File: config.mk
export PLATFORM = sky130hd
export DESIGN_NAME = led_pwm_panel
export DESIGN_NICKNAME = d
export VERILOG_FILES = /design/src/rtl/led_pwm_panel.sv
export SDC_FILE = /design/constraint.sdc
export NUM_CORES = 1
export LEC_CHECK = 0
export ABC_AREA = 1
export CAP_MARGIN = 5
export CORE_MARGIN = 2
export CORE_UTILIZATION = 35
export DETAILED_ROUTE_END_ITERATION = 7
export PLACE_DENSITY = 0.62
export SLEW_MARGIN = 20
export SYNTH_ARGS = -nofsm -noshare
export SYNTH_HDL_FRONTEND = slang
export SYNTH_SLANG_ARGS = --single-unit
File: constraint.sdc
create_clock -name clock -period 2.6 [get_ports clock]
set_input_delay 0.52 -clock clock [delete_from_list [all_inputs] [get_ports clock]]
set_output_delay 0.52 -clock clock [all_outputs]
set_load 0.01 [all_outputs]
File: src/rtl/led_pwm_panel.sv
// Memory-mapped LED panel: per-LED enable, PWM brightness and blink, with
// registered readback of every register over the 19-bit CPU bus.
module led_pwm_panel #(
  parameter logic [18:0] BASE_ADDR  = 19'h5c00,
  parameter int unsigned NUM_LEDS   = 8,
  parameter int unsigned PWM_BITS   = 4,
  parameter int unsigned BLINK_BITS = 24
) (
  input  logic                clock,
  input  logic                reset,
  input  logic [18:0]         address,
  input  logic                write_en,
  input  logic [7:0]          data_in,
  output logic [7:0]          data_out,
  output logic [NUM_LEDS-1:0] leds
);

  localparam int unsigned ADDR_W = 19;
  localparam int unsigned DATA_W = 8;
  localparam logic [PWM_BITS-1:0] BRIGHT_MAX = '1;

  logic [NUM_LEDS-1:0]   enable_q, enable_d;
  logic [NUM_LEDS-1:0]   blink_q, blink_d;
  logic [PWM_BITS-1:0]   bright_q [NUM_LEDS];
  logic [PWM_BITS-1:0]   bright_d [NUM_LEDS];
  logic [PWM_BITS-1:0]   pwm_cnt_q, pwm_cnt_d;
  logic [BLINK_BITS-1:0] blink_cnt_q, blink_cnt_d;
  logic [NUM_LEDS-1:0]   leds_q, leds_d;
  logic [DATA_W-1:0]     data_out_q, data_out_d;

  logic [ADDR_W-1:0]     offset;
  logic [NUM_LEDS-1:0]   duty_on;
  logic                  blink_off;

  assign offset    = address - BASE_ADDR;
  assign blink_off = blink_cnt_q[BLINK_BITS-1];

  // Full-scale brightness is forced on so max means "always lit", not max-1/2^N.
  always_comb begin
    duty_on = '0;
    for (int unsigned i = 0; i < NUM_LEDS; i++) begin
      duty_on[i] = (bright_q[i] == BRIGHT_MAX) || (pwm_cnt_q < bright_q[i]);
    end
  end

  always_comb begin
    enable_d    = enable_q;
    blink_d     = blink_q;
    bright_d    = bright_q;
    pwm_cnt_d   = pwm_cnt_q + PWM_BITS'(1);
    blink_cnt_d = blink_cnt_q + BLINK_BITS'(1);
    data_out_d  = '0;
    leds_d      = '0;

    // Read mux sees pre-write contents, so a same-edge write returns old data.
    if (offset == ADDR_W'(0)) begin
      data_out_d = DATA_W'(enable_q);
    end else if (offset == ADDR_W'(1)) begin
      data_out_d = DATA_W'(blink_q);
    end
    for (int unsigned i = 0; i < NUM_LEDS; i++) begin
      if (offset == ADDR_W'(i + 2)) begin
        data_out_d = DATA_W'(bright_q[i]);
      end
    end

    if (write_en) begin
      if (offset == ADDR_W'(0)) begin
        enable_d = data_in[NUM_LEDS-1:0];
      end else if (offset == ADDR_W'(1)) begin
        blink_d = data_in[NUM_LEDS-1:0];
      end
      for (int unsigned i = 0; i < NUM_LEDS; i++) begin
        if (offset == ADDR_W'(i + 2)) begin
          bright_d[i] = data_in[PWM_BITS-1:0];
        end
      end
    end

    for (int unsigned i = 0; i < NUM_LEDS; i++) begin
      leds_d[i] = enable_q[i] & duty_on[i] & ~(blink_q[i] & blink_off);
    end
  end

  always_ff @(posedge clock) begin
    if (reset) begin
      enable_q    <= '0;
      blink_q     <= '0;
      pwm_cnt_q   <= '0;
      blink_cnt_q <= '0;
      leds_q      <= '0;
      data_out_q  <= '0;
      for (int unsigned i = 0; i < NUM_LEDS; i++) begin
        bright_q[i] <= BRIGHT_MAX;
      end
    end else begin
      enable_q    <= enable_d;
      blink_q     <= blink_d;
      pwm_cnt_q   <= pwm_cnt_d;
      blink_cnt_q <= blink_cnt_d;
      leds_q      <= leds_d;
      data_out_q  <= data_out_d;
      for (int unsigned i = 0; i < NUM_LEDS; i++) begin
        bright_q[i] <= bright_d[i];
      end
    end
  end

  assign data_out = data_out_q;
  assign leds     = leds_q;

endmodule

* Word level (Yosys, flattened, before mapping)
Index checks and enable logic that the tools add are counted.
** Storage, ports and cells
- Register bits after elaboration :: 92
- Bits in latches :: 0
- Memory bits (writable) :: 0
- Memory bits (read-only) :: 0
- Output and inout bits :: 16
- Logic and storage cells :: 106
- Memories :: 0
** Operators by class
- $add $sub $neg :: 3
- Multipliers :: 0
- Div/mod/pow operators :: 0
- Order comparisons :: 8
- Equal/unequal tests :: 17
- Shift operators :: 0
- Mux-type cells :: 10
- Bitwise gates (word level) :: 33
- Reduce and logical (&&, ||, !) cells :: 20
** Operator list (number)
- $eq 19x3->1 const B :: 4
- $eq 19x2->1 const B :: 2
- $eq 19x4->1 const B :: 2
- $eq 4x4->1 const B :: 8
- $lt 4x4->1 :: 8
- $mux 4 :: 8
- $add 24x1->24 const B :: 1
- $and 1x1->1 :: 24
- $eq 19x1->1 const B :: 1
- $logic_not 19->1 :: 1
- $sub 19x15->19 const B :: 1
- $reduce_and 2->1 :: 9
- $mux 8 :: 2
- $not 1->1 :: 9
- $reduce_or 9->1 :: 1
- $logic_or 1x1->1 :: 8
- $add 4x1->4 const B :: 1
- $reduce_and 3->1 :: 1

* Depth between registers and ports, before layout
Gate-level depths: netlist of run 1.
- Word-level depth :: 12
- Gate-level depth with buffers :: 17

* Worst setup path before layout of run 1
Ideal clock, no wire load.
- Kind :: input to register
- From :: input address[5]
- To :: register enable_q[5]
- Library setup time :: 0.119 ns
- Data arrival time :: 1.792 ns
- Data required time :: 2.481 ns
- Slack :: 0.689 ns
- Stages :: 11
- Buffers on the path :: 1
- Cell sequence :: nor2_1 nand3_1 nor2_2 nand2_1 nor2_2 nand2_1 nor2_1 inv_1 buf_2 o21ai_0 a21oi_1
** On the way
- Word-level cells in the longest chain between the ends :: 3
** RTL lines
- from (decl) :: line 11 : input logic [18:0] address,
- $sub 19x15->19 :: line 35 : assign offset = address - BASE_ADDR;
- $logic_not 19->1 :: line 68 : if (offset == ADDR_W'(0)) begin
- $reduce_and 2->1 (no source line)
- to (signal assigned) :: line 97 : enable_q <= enable_d;
- to (decl) :: line 22 : logic [NUM_LEDS-1:0] enable_q, enable_d;
Every way passes these cells.
A chain may end at the register's enable or synchronous reset.

* Final worst setup path of run 1
- From :: input address[12]
- To :: register data_out_q[0], in the netlist data_out[0]
** On the way
- Word-level cells in the longest chain between the ends :: 12
** RTL lines
- $sub 19x15->19 (*) :: line 35
- $eq 19x1->1 :: line 58 : end else if (offset == ADDR_W'(1)) begin
- $mux 8 :: line 58
- $mux 8 :: line 56 : if (offset == ADDR_W'(0)) begin
- $mux 4 (7 in a row) :: line 62 : if (offset == ADDR_W'(i + 2)) begin
- $mux 4 (*) :: line 62
- to (signal assigned) :: line 102 : data_out_q <= data_out_d;
- to (decl) :: line 29 : logic [DATA_W-1:0] data_out_q, data_out_d;
Every way passes the cells marked *; elsewhere a longest branch is shown, timed or not.

==> summary.md, run 1 <==
| Metric | Value |
|---|---|
| Post-synth EDFFs | `0` |
| RSZ-0062 raised after global routing | `true` |
| Inst Count DP | `899` |
| Flop pwr share | `0.476` |
| Port Buffers | `45` |
| Comb power frac | `0.068` |
| Max cap viols | `0` |
| Hold Path Depth | `2` |
| R2R setup slack | `0.44 ns` |
| Hold Crit Class | `reg -> reg` |
| R2r endpoint | `blink_cnt_q[20]` |
| Top cell by count, worst path | `nor2_1` |
| DRC viols | `0` |
| # nets final | `786` |
| Yosys cell types | `42` |
| Clk_lat worst skew | `0.36 ns` |
| Synth cell count leaders | `nand2_1 (96), inv_1 (94), dfxtp_1 (92)` |
| Setup Crit Path Kind | `in -> reg` |
| Status | `completed` |
| Worst hold margin | `0.4666 ns` |
| Clock skew | `0.006877 ns` |
| Cell Rows | `43` |
| Worst rel slew slack | `0.6200` |
| CP cell instances | `clkdlybuf4s50_1 > inv_1 > nor2_1 > nand3_1 > a21oi_2 > nor2_2 > buf_12 > buf_4 > nand3_1 > o21ai_0 > nor2_1 > nand4_1 > nor2_1 > nand4_1 > nand2_1 > inv_1` |
| Vias in the first global route | `4404` |
| Global Route Usage Sum | `0.1870` |
| Grt total ovfl | `0` |
| WL final | `13250 um` |
| Clock transition at the registers of the reported paths | `0.07 ns` |
| Sequential share of the synthesized area | `0.3791` |
| Async SR Flop Fraction | `0` |
| Cell count of the worst reg-to-reg path | `14` |
| Max Freq | `420.5 MHz` |
| Critical Path AT | `2.63 ns` |
| Final Max Tran Viols | `0` |
| Total power | `3.007 mW` |
| WL/cell | `14.48 um` |
| Post-Syn Area per Cell | `7.384 um2` |
| Pin count of the biggest net entering global routing | `36` |
| Final worst path period need | `2.378 ns` |
| Min-Delay Endpoint | `blink_cnt_q[20]` |
| CTS buffer count | `9` |
| Sw Share | `0.2404` |
| CP max-delay cell | `clkdlybuf4s50_1` |
| Gate Count Post-Synth | `658` |
| CTS max path bufs | `2` |
| Global-route wire length before repair | `21500 um` |
| CTS Hold Bufs | `0` |
| Synth top area cells | `dfxtp_1 (38%), nand2_1 (7.4%), inv_1 (7.3%)` |
| Int Power | `2.284 mW` |
| Critical path endpoint category | `flop` |
| Fillcell total | `1362` |
| CTS tree | `built` |
| Setup Fix Bufs, Post-CTS | `0` |
| Power share of the clock group | `0.456` |
| Sw Pwr | `0.7230 mW` |
| Core footprint | `13720 um2` |
| Die height | `121.8 um` |
| Hold Violations, Final | `0` |
| P&R area growth vs syn | `23.77%` |
| Hold Startpoint | `blink_cnt_q[20]` |
| Biggest area consumer among synthesized cells | `dfxtp_1` |
| Worst reg2reg startpoint | `blink_cnt_q[0]` |
| Crit Path Max Fanout | `12` |
| I/O pin count | `46` |
| Mapped Nets | `714` |
| Req. time, crit path | `2.85 ns` |
| Startpoint Class | `input port` |
| H-tree Lvls | `3` |
| Layout cells sized above 1 | `0.1102` |
| Clock net sink count | `92` |
| Antenna-violating nets left | `0` |
| Initial Util | `0.3541` |
| Hpwl dp | `9969 um` |
| Final cell count without fillers | `915` |
| Slowest stage delay, CP | `0.49 ns` |
| Initial drt markers | `335` |
| Initial antenna violation count | `0` |
| N_diodes | `0` |
| Vias per cell | `5.096` |
| Final Setup Violations | `0` |
| Full die area | `14840 um2` |
| FF+latch count, synth | `92` |
| Most common cell in the netlist | `nand2_1` |
| Worst-margin pin slew | `0.5556 ns` |
| Die X-Extent | `121.8 um` |
| Post-cts sizing count | `0` |
| Power per cell area | `500.1 nW/um2` |
| Clock root buffer | `clkbuf_16` |
| Final worst path period share | `0.9147` |
| DR vias | `4663` |
| Gp weighted congestion | `0.9686` |
| Warnings from Yosys | `0` |
| Yosys top cell area share | `0.3791` |
| Drt pass-1 iters | `5` |
| Post-Syn Area | `4858 um2` |
| Top FF cell, synth | `dfxtp_1` |
| Peak supply drop | `0.0004852 V` |
| Leak Pwr | `2.775 nW` |
stage by stage:
stage            util  setup TNS (ns)  area, um2  setup WS (ns)
2_1_floorplan       -               0       4858         0.6889
3_3_place_gp   0.4150         -0.1098       5693       -0.06175
3_5_place_dp   0.4150          -1.572       5693        -0.1506
4_1_cts        0.4374               0       6001         0.2096
5_1_grt        0.4383      -0.0003990       6013     -0.0003990
6_report       0.4383               0       6013         0.2218
placed cells by master, fill, tap and decap left out, types with 2 or more instances in the layout:
| master | count |
|---|---|
| nor4_1 | 5 |
| nor2_1 | 77 |
| nor4_2 | 2 |
| nand2_2 | 3 |
| inv_1 | 94 |
| inv_2 | 5 |
| nor3_1 | 13 |
| nand3_1 | 33 |
| inv_6 | 2 |
| clkdlybuf4s50_1 | 45 |
| buf_12 | 2 |
| or2_0 | 3 |
| a21boi_0 | 8 |
| nor3b_1 | 2 |
| clkbuf_16 | 9 |
| buf_4 | 29 |
| a21oi_1 | 57 |
| a21oi_2 | 2 |
| o21ai_1 | 4 |
| o21ai_0 | 31 |
| xnor2_1 | 2 |
| dfxtp_1 | 92 |
| nand2_1 | 95 |
| nor2_2 | 10 |
| nand4_1 | 17 |
| nand3_2 | 3 |
| ha_1 | 26 |
| nor2_4 | 3 |
| a2111oi_0 | 8 |
| o211ai_1 | 36 |
| nor3_4 | 2 |
metal layers:
| layer | routed length [um] | share of wire | GRT usage | vias up |
|---|---|---|---|---|
| met2 | 6349 | 0.48 | 0.3146 | 134 |
| met1 | 5933 | 0.45 | 0.2345 | 2151 |
| met4 | 206 | 0.016 | 0.06537 | 0 |
| met3 | 764 | 0.058 | 0.04354 | 17 |
| li1 | - | - | - | 2361 |
| met5 | 0 | 0 | 0 | - |
worst max-delay path: cells and delay by family:
kind / cells / cell delay (ns)
and+or+nand+nor: 9 / 1.00
buffers and inverters: 5 / 0.87
AOI/OAI and AO/OA: 2 / 0.25
kinds of logic (layout without fill, tap and decap cells):
logic type / Yosys count / after routing / synth area share
compound gates: 150 / 150 / 0.1857
xor+xnor: 3 / 3 / 0.005409
fa+ha+maj: 26 / 26 / 0.06696
flops: 92 / 92 / 0.3791
simple gates: 272 / 272 / 0.2653
buf+inv: 115 / 192 / 0.09761
state kept, by name, indices dropped and copies added (netlist names):
register and cells:
blink_cnt_q 24, blink_q 8, bright_q 32, data_out 8, enable_q 8, leds 8, pwm_cnt_q 4
how the worst max path moves through the flow:
stage                            from  cells after the start          end  slack (ns)
after floorplan            address[5]                     11  enable_q[5]        0.69
after global placement    address[14]                     16  data_out[0]       -0.06
after detailed placement  address[12]                     16  data_out[0]       -0.15
after CTS                 address[12]                     16  data_out[0]        0.21
after global routing      address[12]                     17  data_out[2]     -0.0004
final                     address[12]                     16  data_out[0]        0.22
power by group through the flow:
stage          combinational [mW]  sequential, mW  clock [mW]
2_1_floorplan               0.101            1.46           0
3_3_place_gp                0.199            1.46           0
3_5_place_dp                0.204            1.46           0
4_1_cts                     0.206            1.43        1.41
5_1_grt                     0.228            1.43        1.47
6_report                    0.206            1.43        1.37
cell type report:
cell class / count / area (um2) / share of cell area
Multi-Input combinational cell: 451 / 2555 / 0.4249
Timing Repair Buffer: 76 / 708.2 / 0.1178
Clock buffer: 10 / 239.0 / 0.03974
Sequential cell: 92 / 1842 / 0.3063
Clock inverter: 6 / 68.82 / 0.01144
Inverter: 100 / 375.4 / 0.06242
Tap cell: 180 / 225.2 / 0.03745
Note: power is estimated with default switching activity, not from simulation.
==> run 2, diff against run 1 <==
- PLACE_DENSITY: 0.62 -> 0.57
==> run 2 against run 1 <==
Combinational power grew 3%. Clock power is essentially flat. Sequential cell count is the same. Core utilization grew 0.57 points.
==> summary.md, run 2 (synthesized netlist as in run 1, its figures left out) <==
| Metric | Value |
|---|---|
| Max FFs per register | `32 (unchanged)` |
| Cell count of the worst reg-to-reg path | `16 (+2)` |
| Crit path depth | `13 (-3)` |
| Cell Rows | `43 (unchanged)` |
| Total power | `3.031 mW (+0.78%)` |
| Clock skew | `0.01008 ns (+0.003202 ns)` |
| Initial antenna violation count | `0 (unchanged)` |
| CTS buffer count | `9 (unchanged)` |
| Antenna-violating nets left | `0 (unchanged)` |
| Hold Path Depth | `1 (-1)` |
| Vias per cell | `4.998 (-1.9%)` |
| Initial Util | `0.3541 (unchanged)` |
| Final worst path period need | `2.355 ns (-0.02315 ns)` |
| Fillcell total | `1369 (+0.51%)` |
| Sum Neg Setup Slack | `0 ns (unchanged)` |
| R2R setup slack | `0.44 ns (about the same)` |
| Global Route Usage Sum | `0.1827 (-0.004298)` |
| Clock transition at the registers of the reported paths | `0.07 ns (about the same)` |
| DR vias | `4618 (-0.97%)` |
| Req. time, crit path | `2.88 ns (+0.03 ns)` |
| CTS max path bufs | `2 (unchanged)` |
| Final Setup Violations | `0 (unchanged)` |
| Inst Count DP | `908 (+1.0%)` |
| Critical path endpoint category | `flop` |
| Met3 wire length | `484 um (-37%)` |
| Power per cell area | `497.6 nW/um2 (-0.50%)` |
| Worst hold margin | `0.4610 ns (-0.005624 ns)` |
| Drt pass-1 iters | `5 (unchanged)` |
| H-tree Lvls | `3 (unchanged)` |
| Worst-margin pin slew | `0.4658 ns (-0.08978 ns)` |
| Hold Violations, Final | `0 (unchanged)` |
| Max Freq | `424.6 MHz (+0.98%)` |
| Hold Crit Class | `reg -> reg` |
| WL met2 | `6055 um (-4.6%)` |
| Slowest stage delay, CP | `0.49 ns (about the same)` |
| Max cap viols | `0 (unchanged)` |
| CTS tree | `built` |
| Worst setup margin | `0.2450 ns (+0.02315 ns)` |
| P&R area growth vs syn | `25.37%` |
| Worst rel slew slack | `0.6814 (+0.06140)` |
| Initial drt markers | `308 (-8.1%)` |
| Crit Path Max Fanout | `12 (unchanged)` |
| CTS Hold Bufs | `0 (unchanged)` |
| Full die area | `14840 um2 (unchanged)` |
| Worst reg2reg startpoint | `blink_cnt_q[0]` |
| Vias in the first global route | `4341 (-1.4%)` |
| Top flop regs | `bright_q x32, blink_cnt_q x24` |
| Clock root buffer | `clkbuf_16` |
| Commonest non-fill, non-tap cell in the layout | `nand2_1` |
| Port Buffers | `45 (unchanged)` |
| Global-route wire length before repair | `21250 um (-1.2%)` |
| Biggest register | `bright_q` |
| Grt total ovfl | `0 (unchanged)` |
| Final cell count without fillers | `924 (+0.98%)` |
| CP cell instances | `clkdlybuf4s50_1 > inv_2 > nor2_1 > nand3_1 > a21oi_1 > nor2_2 > buf_12 > buf_4 > nand4_1 > nand2_1 > buf_4 > or3_4 > nor2_1` |
| Die X-Extent | `121.8 um (unchanged)` |
| Clk_lat worst skew | `0.35 ns (about the same)` |
| CP bufs+invs | `5 (unchanged)` |
| Most frequent cells in the layout | `nand2_1 (96), inv_1 (94), dfxtp_1 (92)` |
| Final worst path period share | `0.9058 (-0.008903)` |
| Status | `completed` |
| Crit. Startpoint | `address[14]` |
| R2r endpoint | `blink_cnt_q[18]` |
| RSZ-0062 raised after global routing | `false` |
| WL/cell | `14.18 um (-2.1%)` |
| I/O pin count | `46 (unchanged)` |
| Top Layer Used | `met4` |
| Hpwl dp | `9908 um (-0.62%)` |
| Pre-CTS WS | `-0.1119 ns (+0.03866 ns)` |
| DRC viols | `0 (unchanged)` |
| Startpoint Class | `input port` |
| Hold Startpoint | `blink_cnt_q[0]` |
| WL final | `13100 um (-1.2%)` |
| Gp weighted congestion | `0.8638 (-11%)` |
| # nets final | `795 (+1.1%)` |
| End point of the critical path | `data_out[4]` |
| Die height | `121.8 um (unchanged)` |
| CP max-delay cell | `clkdlybuf4s50_1` |
| Setup Fix Bufs, Post-CTS | `0 (unchanged)` |
| Critical Path AT | `2.64 ns (about the same)` |
| Clock net sink count | `92 (unchanged)` |
| Metal-1 WL | `6338 um (+6.8%)` |
| Top delay family on crit path | `simple AND/OR/NAND/NOR gates` |
| Core footprint | `13720 um2 (unchanged)` |
| Layout cells sized above 1 | `0.1183 (+0.008075)` |
| Final Max Tran Viols | `0 (unchanged)` |
| Leak Pwr | `2.827 nW (+1.9%)` |
| Peak supply drop | `0.0003292 V (-32%)` |
| Setup Crit Path Kind | `in -> reg` |
| N_diodes | `0 (unchanged)` |
| Pin count of the biggest net entering global routing | `62 (+72%)` |
-- run 2: worst register-to-register path: cells and delay by family (launching register included) --
family	cells	cell delay, ns
AND/OR/NAND/NOR	13	1.31
flip-flops	1	0.37
adder cells (fa/ha/maj)	1	0.18
buffers and inverters	2	0.16
-- run 2: repair_timing --
item	in CTS	in global routing
setup endpoints to repair	0	1
resized for setup	0	1
endpoints found under the hold margin	0	0
-- run 2: through the flow --
step / util / cell area (um2)
after floorplan: - / 4858
after global routing: 0.4440 / 6091
final: 0.4440 / 6091
after global placement: 0.4208 / 5773
after detailed placement: 0.4208 / 5773
after CTS: 0.4438 / 6088
-- run 2: routing by layer --
metal,global-route usage,up-vias
met5,0,-
li1,-,2385
met2,0.3062,82
met1,0.2390,2133
met4,0.06466,0
met3,0.02715,18
-- run 2: final cells by class --
cell class              count  area [um2]  area share
clock buffers              10       239.0     0.03924
inverters                 100       375.4     0.06163
flip-flops and latches     92        1842      0.3024
multi-input cells         451        2545      0.4178
clock inverters             6       76.32     0.01253
well taps                 180       225.2     0.03698
repair buffers             85       788.3      0.1294
-- run 2: how the worst min path moves through the flow --
stage | endpoint | slack, ns
floorplan | blink_cnt_q[0] | 0.43
global placement | blink_cnt_q[0] | 0.44
detailed placement | blink_cnt_q[0] | 0.46
CTS | blink_cnt_q[0] | 0.46
global route | blink_cnt_q[19] | 0.50
finish | blink_cnt_q[0] | 0.46
-- run 2: report_power, final --
| part | switching (mW) | internal (mW) | total, mW |
|---|---|---|---|
| logic | 0.117 | 0.0947 | 0.212 |
| registers | 0.0118 | 1.42 | 1.43 |
| clock network | 0.600 | 0.791 | 1.39 |
==> run 3, diff against run 2 <==
- clock period: 2.6 -> 2.17 ns (I/O delays scaled with it)
==> run 3 against run 2 <==
Sequential power increased by 20%. Critical path depth grew 3. Global-route usage increased by 0.81 points. Combinational power is 39% higher. Clock skew shrank 0.0011 ns. Routed wire length increased by 4.3%. Non-clock buffer count up 33. Highest routed layer unchanged.
==> summary.md, run 3 (synthesized netlist as in run 1, its figures left out) <==
| Metric | Value |
|---|---|
| Status | `completed` |
| Clock transition at the registers of the reported paths | `0.07 ns (about the same)` |
| WL/cell | `14.28 um (+0.71%)` |
| Hold Violations, Final | `0 (unchanged)` |
| Worst setup margin | `0.1402 ns (-0.1048 ns)` |
| Most frequent cells in the layout | `inv_1 (91), nand2_1 (90), dfxtp_1 (89)` |
| Max cap viols | `0 (unchanged)` |
| P&R area growth vs syn | `32.96%` |
| Vias in the first global route | `4605 (+6.1%)` |
| Final Max Tran Viols | `0 (unchanged)` |
| Multi-input logic area | `2673 um2 (+5.0%)` |
| Startpoint Class | `flop` |
| Clock skew | `0.008964 ns (-0.001115 ns)` |
| Most crowded layer after global routing | `met2` |
| Total power | `3.597 mW (+19%)` |
| Gp weighted congestion | `0.9595 (+11%)` |
| Cell Rows | `43 (unchanged)` |
| I/O pin count | `46 (unchanged)` |
| Sum Neg Setup Slack | `0 ns (unchanged)` |
| Power per cell area | `556.9 nW/um2 (+12%)` |
| RSZ-0062 raised after global routing | `true` |
| Hold Crit Class | `reg -> reg` |
| Global-route wire length before repair | `22290 um (+4.9%)` |
| Setup Crit Path Kind | `reg -> reg` |
| Fillcell total | `1389 (+1.5%)` |
| Vias per cell | `5.000 (about the same)` |
| Final worst path period need | `2.030 ns` |
| Comb power frac | `0.082 (+0.012)` |
| CTS buffer count | `9 (unchanged)` |
| Die X-Extent | `121.8 um (unchanged)` |
| Core footprint | `13720 um2 (unchanged)` |
| Sw Share | `0.2388 (-0.001778)` |
| Crit Path Max Fanout | `3 (-9)` |
| Leak Pwr | `3.022 nW (+6.9%)` |
| Clock root buffer | `clkbuf_16` |
| Int Power | `2.738 mW (+19%)` |
| Peak supply drop | `0.0003713 V (+13%)` |
| WL final | `13660 um (+4.3%)` |
| Biggest register | `bright_q` |
| Global Route Usage Sum | `0.1908 (+0.008071)` |
| Max Freq | `492.7 MHz` |
| CTS max path bufs | `2 (unchanged)` |
| Full die area | `14840 um2 (unchanged)` |
| Grt total ovfl | `0 (unchanged)` |
| Commonest non-fill, non-tap cell in the layout | `inv_1` |
| Max FFs per register | `32 (unchanged)` |
| FF+latch area | `1848 um2 (+0.34%)` |
| Antenna-violating nets left | `0 (unchanged)` |
| Top flop regs | `bright_q x32, blink_cnt_q x24` |
| Power share of the clock group | `0.443 (-0.016)` |
| Final Setup Violations | `0 (unchanged)` |
| Pre-CTS WS | `-0.4858 ns (-0.3739 ns)` |
| Req. time, crit path | `2.43 ns (-0.45 ns)` |
| CTS tree | `built` |
| N_diodes | `0 (unchanged)` |
| # nets final | `828 (+4.2%)` |
| Clk_lat worst skew | `0.34 ns (about the same)` |
| Sw Pwr | `0.8590 mW (+18%)` |
| M1 GR Usage | `0.2519 (+0.01284)` |
| GRT met3 Usage | `0.03699 (+0.009831)` |
| Pin count of the biggest net entering global routing | `62 (unchanged)` |
| Worst-margin pin slew | `0.5083 ns (+0.04254 ns)` |
| DR vias | `4785 (+3.6%)` |
| Flop pwr share | `0.475 (+0.004)` |
| Worst rel slew slack | `0.6523 (-0.02909)` |
| CTS Hold Bufs | `0 (unchanged)` |
| Met2 usage | `0.3142 (+0.008031)` |
| Die height | `121.8 um (unchanged)` |
| Initial Util | `0.3541 (unchanged)` |
| Hpwl dp | `10390 um (+4.9%)` |
| H-tree Lvls | `3 (unchanged)` |
| Clock net sink count | `92 (unchanged)` |
| Critical path endpoint category | `flop` |
| DRC viols | `0 (unchanged)` |
| Drt pass-1 iters | `6 (+1)` |
| Layout cells sized above 1 | `0.1943 (+0.07606)` |
| Worst hold margin | `0.4490 ns (-0.01198 ns)` |
| Critical Path AT | `2.29 ns (-0.35 ns)` |
| Port Buffers | `45 (unchanged)` |
| Final worst path period share | `0.9354` |
| Initial drt markers | `294 (-4.5%)` |
| Initial antenna violation count | `0 (unchanged)` |
==> run 3: path summary, 6_finish.rpt <==
path | start | endpoint | slack (ns) | cells after the start
worst max-delay path | blink_cnt_q[1] | blink_cnt_q[18] | 0.14 | 16
worst min-delay path | blink_cnt_q[0] | blink_cnt_q[0] | 0.45 | 1
worst max register to register | blink_cnt_q[1] | blink_cnt_q[18] | 0.14 | 16
worst min register to register | blink_cnt_q[0] | blink_cnt_q[0] | 0.45 | 1
==> run 3: cell type report <==
class | count | area share
Clock buffer | 10 | 0.03544
Clock inverter | 6 | 0.01123
Inverter | 100 | 0.05811
Multi-Input combinational cell | 451 | 0.4137
Sequential cell | 92 | 0.2861
Tap cell | 180 | 0.03486
Timing Repair Buffer | 118 | 0.1606
==> run 3: critical path: stages (launching register included) <==
cell,delay [ns]
dfxtp_2,0.36
ha_4,0.13
nand2_1,0.06
inv_2,0.07
nand2_4,0.06
nor2_4,0.12
nand3_2,0.10
nor2_1,0.14
nand3_1,0.11
nor2_2,0.14
nand2_1,0.08
nor2_1,0.11
nand2_1,0.07
inv_2,0.06
buf_4,0.10
a31oi_1,0.06
nor3_1,0.19
==> run 3: power groups by stage <==
stage | Combinational, mW | Sequential, mW | Clock [mW]
floorplan | 0.121 | 1.75 | 0
global placement | 0.277 | 1.75 | 0
detailed placement | 0.281 | 1.75 | 0
CTS | 0.286 | 1.71 | 1.63
global route | 0.324 | 1.71 | 1.70
finish | 0.295 | 1.71 | 1.59
==> run 3: repair_timing <==
| action | in CTS | in global routing |
|---|---|---|
| buffers inserted | 2 | 4 |
| endpoints found under the hold margin | 0 | 0 |
| gates resized for setup | 16 | 36 |
| endpoints found under the setup margin | 46 | 60 |
| pin swaps | 9 | 14 |
==> run 3: through the flow <==
| step | cell area, um2 | cells | util |
|---|---|---|---|
| after global placement | 5963 | 935 | 0.4347 |
| after detailed placement | 5963 | 935 | 0.4347 |
| after CTS | 6315 | 953 | 0.4603 |
| final | 6460 | 957 | 0.4709 |
| after floorplan | 4858 | 658 | - |
| after global routing | 6460 | 957 | 0.4709 |
==> run 3: layer usage <==
layer	wire, um	up-vias
li1	-	2446
met1	6367	2222
met2	6450	103
met3	695	14
met4	148	0
met5	0	-
==> patch 1: new RTL, settings of run 2 <==
Register the input `address` before use, cleared by the reset. The logic sees it one clock later. The other inputs are not delayed to match.
--- a/src/rtl/led_pwm_panel.sv
+++ b/src/rtl/led_pwm_panel.sv
@@ -20,4 +20,14 @@
   localparam logic [PWM_BITS-1:0] BRIGHT_MAX = '1;
 
+  logic [18:0] address_q;
+
+  always_ff @(posedge clock) begin
+    if (reset) begin
+      address_q <= '0;
+    end else begin
+      address_q <= address;
+    end
+  end
+
   logic [NUM_LEDS-1:0]   enable_q, enable_d;
   logic [NUM_LEDS-1:0]   blink_q, blink_d;
@@ -33,5 +43,5 @@
   logic                  blink_off;
 
-  assign offset    = address - BASE_ADDR;
+  assign offset    = address_q - BASE_ADDR;
   assign blink_off = blink_cnt_q[BLINK_BITS-1];
 
Check against the original RTL: not equivalent (Yosys sat finds a counterexample within 4 cycles, from zero or initial values and one cycle with reset high).
==> patch 1 against run 2 <==
Synthesized area grew 9.2%. Power increased by 10%. Critical path type is now flop to flop. Die area up 8.9%. Sequential cell count is 19 higher. Sequential power is 22% higher. Count of clock-buffer cells in the layout rose by 2. Critical path depth grew 1. Wire length decreased by 1.3%. Design area grew 3.1%. Worst setup slack improved by 0.17 ns. First-iteration DRC count is 31% lower.
==> patch 1: results (changes against run 2) <==
R2R setup slack = 0.41 ns (-0.03 ns)
share of the yosys chip area belonging to registers = 0.419 (+0.0396)
Worst-Skew Late Latency = 0.36 ns
total global-route track usage = 0.170 (-0.0128)
vias per cell = 4.96 (-0.80%)
Avg WL per Cell = 14.0 µm (-1.1%)
share of cells above drive strength 1 = 0.0872 (-0.0311)
DR iter-0 viols = 214 (-31%)
root buf cell = clkbuf_16
Port Buffer Count = 45 (unchanged)
path depth of the worst reg2reg path = 14 (-2)
Syn Nets = 739 (+3.5%)
status = finished, final reports clean
Resized Gates After CTS = 0 (unchanged)
pin count of the biggest net entering global routing = 41 (-34%)
hold depth = 1 (unchanged)
Synth area leaders = dfxtp_1 42%, nand2_1 7.3%, inv_1 7.2%
Crit-path slowest cell = dfxtp_1
Setup Crit Path Kind = flop to flop
leakage = 2.91 nW (+3.0%)
Crit path arrival time = 2.45 ns (-0.19 ns)
Slew @ Worst Pin = 0.677 ns (+0.211 ns)
Clock transition at path regs = 0.07 ns (about the same)
vias in the first global route = 4460 (+2.7%)
fillers = 1502 (+9.7%)
Max Clock Skew = 0.00814 ns (-0.00193 ns)
Synth top cells by count = 111 x dfxtp_1, 103 x nand2_1, 102 x inv_1
CP Launch Point = blink_cnt_q[0]$_SDFF_PP0_
final setup vio count = 0 (unchanged)
setup bufs post-CTS = 0 (unchanged)
IR drop worst, VDD = 0.381 mV (+16%)
drt first pass iters = 4 (-1)
ANT cells = 0 (unchanged)
Crit Reg-Reg Endpoint = blink_cnt_q[22]$_SDFF_PP0_
CP max stage delay = 0.35 ns (-0.14 ns)
Layout Nets = 785 (-1.3%)
largest registers = bright_q: 32 flops, blink_cnt_q: 24 flops, address_q: 19 flops
first-pass GRT wire length = 21800 µm (+2.4%)
ys async rst share = 0 (unchanged)
HP Class = flop to flop
CTS max path bufs = 2 (unchanged)
crit-path max FO = 4 (-8)
GP Congestion = 0.920 (+6.5%)
hold path endpoint = blink_cnt_q[0]$_SDFF_PP0_
Detail Placement HPWL = 9540 µm (-3.7%)
post-synthesis cell type count = 44 (+4.8%)
## patch 1: routing by layer
metal / vias to the layer above / global-route usage / routed length (µm)
li1: 2362 / - / -
met1: 2092 / 0.218 / 6070
met2: 95 / 0.271 / 5820
met3: 22 / 0.0427 / 640
met4: 0 / 0.0756 / 401
met5: - / 0 / 0
## patch 1: worst max-delay path: cells and delay by family (launching register included)
kind,cells,cell delay (ns)
buffers and inverters,1,0.08
adder cells (fa/ha/maj),1,0.17
AO/OA/AOI/OAI,2,0.24
flip-flops,1,0.35
AND/OR/NAND/NOR,10,1.26
## patch 1: final cells by class
class	instances	area, µm²	share of cell area
sequential	111	2220	0.354
tap	188	235	0.0375
clock buffer	12	267	0.0425
timing repair buffer	51	503	0.0801
multi-input combinational	445	2600	0.414
inverter	111	418	0.0666
clock inverter	4	35.0	0.00558
## patch 1: report_power, final
group | switching, mW | internal, mW
logic | 0.122 | 0.0843
registers | 0.0179 | 1.72
clock network | 0.658 | 0.740
total | 0.798 | 2.55
## patch 1: logic make-up after synthesis
logic type,synth area share
AO/OA/AOI/OAI,0.187
adder cells (fa/ha/maj),0.0613
buffers and inverters,0.0919
AND/OR/NAND/NOR,0.236
XOR/XNOR,0.00495
flip-flops,0.419
## patch 1: per-stage QoR
step / instances / worst slack [ns] / util / hold slack (ns) / instance area [µm²]
after detailed placement: 906 / 0.408 / 0.398 / 0.444 / 5980
after floorplan: 683 / 0.661 / - / 0.418 / 5310
after global placement: 906 / 0.494 / 0.398 / 0.429 / 5980
after CTS: 922 / 0.397 / 0.418 / 0.453 / 6280
after global routing: 922 / 0.150 / 0.418 / 0.461 / 6280
final: 922 / 0.411 / 0.418 / 0.450 / 6280
==> patch 2: new RTL, settings of run 2 <==
Made on the original files. The localparam `ADDR_W` goes from 19 to 38.
--- a/src/rtl/led_pwm_panel.sv
+++ b/src/rtl/led_pwm_panel.sv
@@ -16,5 +16,5 @@
 );
 
-  localparam int unsigned ADDR_W = 19;
+  localparam int unsigned ADDR_W = 38;
   localparam int unsigned DATA_W = 8;
   localparam logic [PWM_BITS-1:0] BRIGHT_MAX = '1;
Check against the original RTL: equivalent (equiv_simple and equiv_induct, registers matched by name and starting in step).
==> patch 2 against run 2 <==
Clock power shrank 6%. Register-to-register slack better by 0.07 ns. Utilization grew 0.21 points. Worst hold slack better by 0.0031 ns. Sequential power hardly changed. Power down 3.5%. Sequential cell count unchanged. Via count shrank 3.6%. Worst setup slack worse by 0.039 ns. Wire length fell by 1.8%. Clock skew decreased by 0.0013 ns. Synthesized area is 1.1% lower. Design area fell by 2.2%. Sequential share of layout area rose by 0.69 points.
==> patch 2: results (changes against run 2) <==
R2R setup slack = 0.51 ns (+0.07 ns)
Placement Cell Area = 5660 µm² (-2.0%)
Synth top cells by count = 105 x inv_1, 92 x dfxtp_1, 91 x nand2_1
hold depth = 2 (+1)
leakage = 2.74 nW (-3.1%)
Slew @ Worst Pin = 0.611 ns (+0.146 ns)
GP Congestion = 0.902 (+4.4%)
Syn Nets = 681 (-4.6%)
first-pass GRT wire length = 20900 µm (-1.7%)
hold path endpoint = blink_cnt_q[20]$_SDFF_PP0_
share of the yosys chip area belonging to registers = 0.383 (+0.00434)
Layout Nets = 756 (-4.9%)
share of cells above drive strength 1 = 0.126 (+0.00814)
Synth area leaders = dfxtp_1 38%, inv_1 8.2%, nand2_1 7.1%
vias in the first global route = 4232 (-2.5%)
Internal = 2.24 mW (-2.5%)
Cells after Synth = 625 (-5.0%)
Crit path arrival time = 2.68 ns (+0.04 ns)
total global-route track usage = 0.183 (+0.000278)
Max Clock Skew = 0.00882 ns (-0.00126 ns)
DR vias = 4452 (-3.6%)
cell total after placement = 865 (-4.7%)
Final period util = 0.921 (+0.0150)
status = finished, final reports clean
Avg WL per Cell = 14.6 µm (+3.1%)
worst hold start = blink_cnt_q[20]$_SDFF_PP0_
drt first pass iters = 7 (+2)
multi-input logic area = 2500 µm² (-1.7%)
Adder-Cell Fraction of Synth Area = 0.0677 (+0.000767)
-- patch 2: power groups by stage --
stage	Clock [mW]	Sequential, mW	Combinational (mW)
after floorplan	0	1.46	0.0904
after global placement	0	1.47	0.186
after detailed placement	0	1.47	0.189
after CTS	1.33	1.43	0.190
after global routing	1.39	1.43	0.210
final	1.30	1.43	0.189
-- patch 2: metal layers --
layer | track usage | part of all wire | wire [µm]
met2 | 0.276 | 0.43 | 5480
met5 | 0 | 0 | 0
met3 | 0.0418 | 0.053 | 677
met4 | 0.0747 | 0.024 | 314
met1 | 0.252 | 0.50 | 6390
-- patch 2: cell type report --
cell class	count	area share
tap	176	0.0370
timing repair buffer	78	0.117
sequential	92	0.309
clock buffer	10	0.0385
inverter	107	0.0675
clock inverter	5	0.0105
multi-input combinational	412	0.420
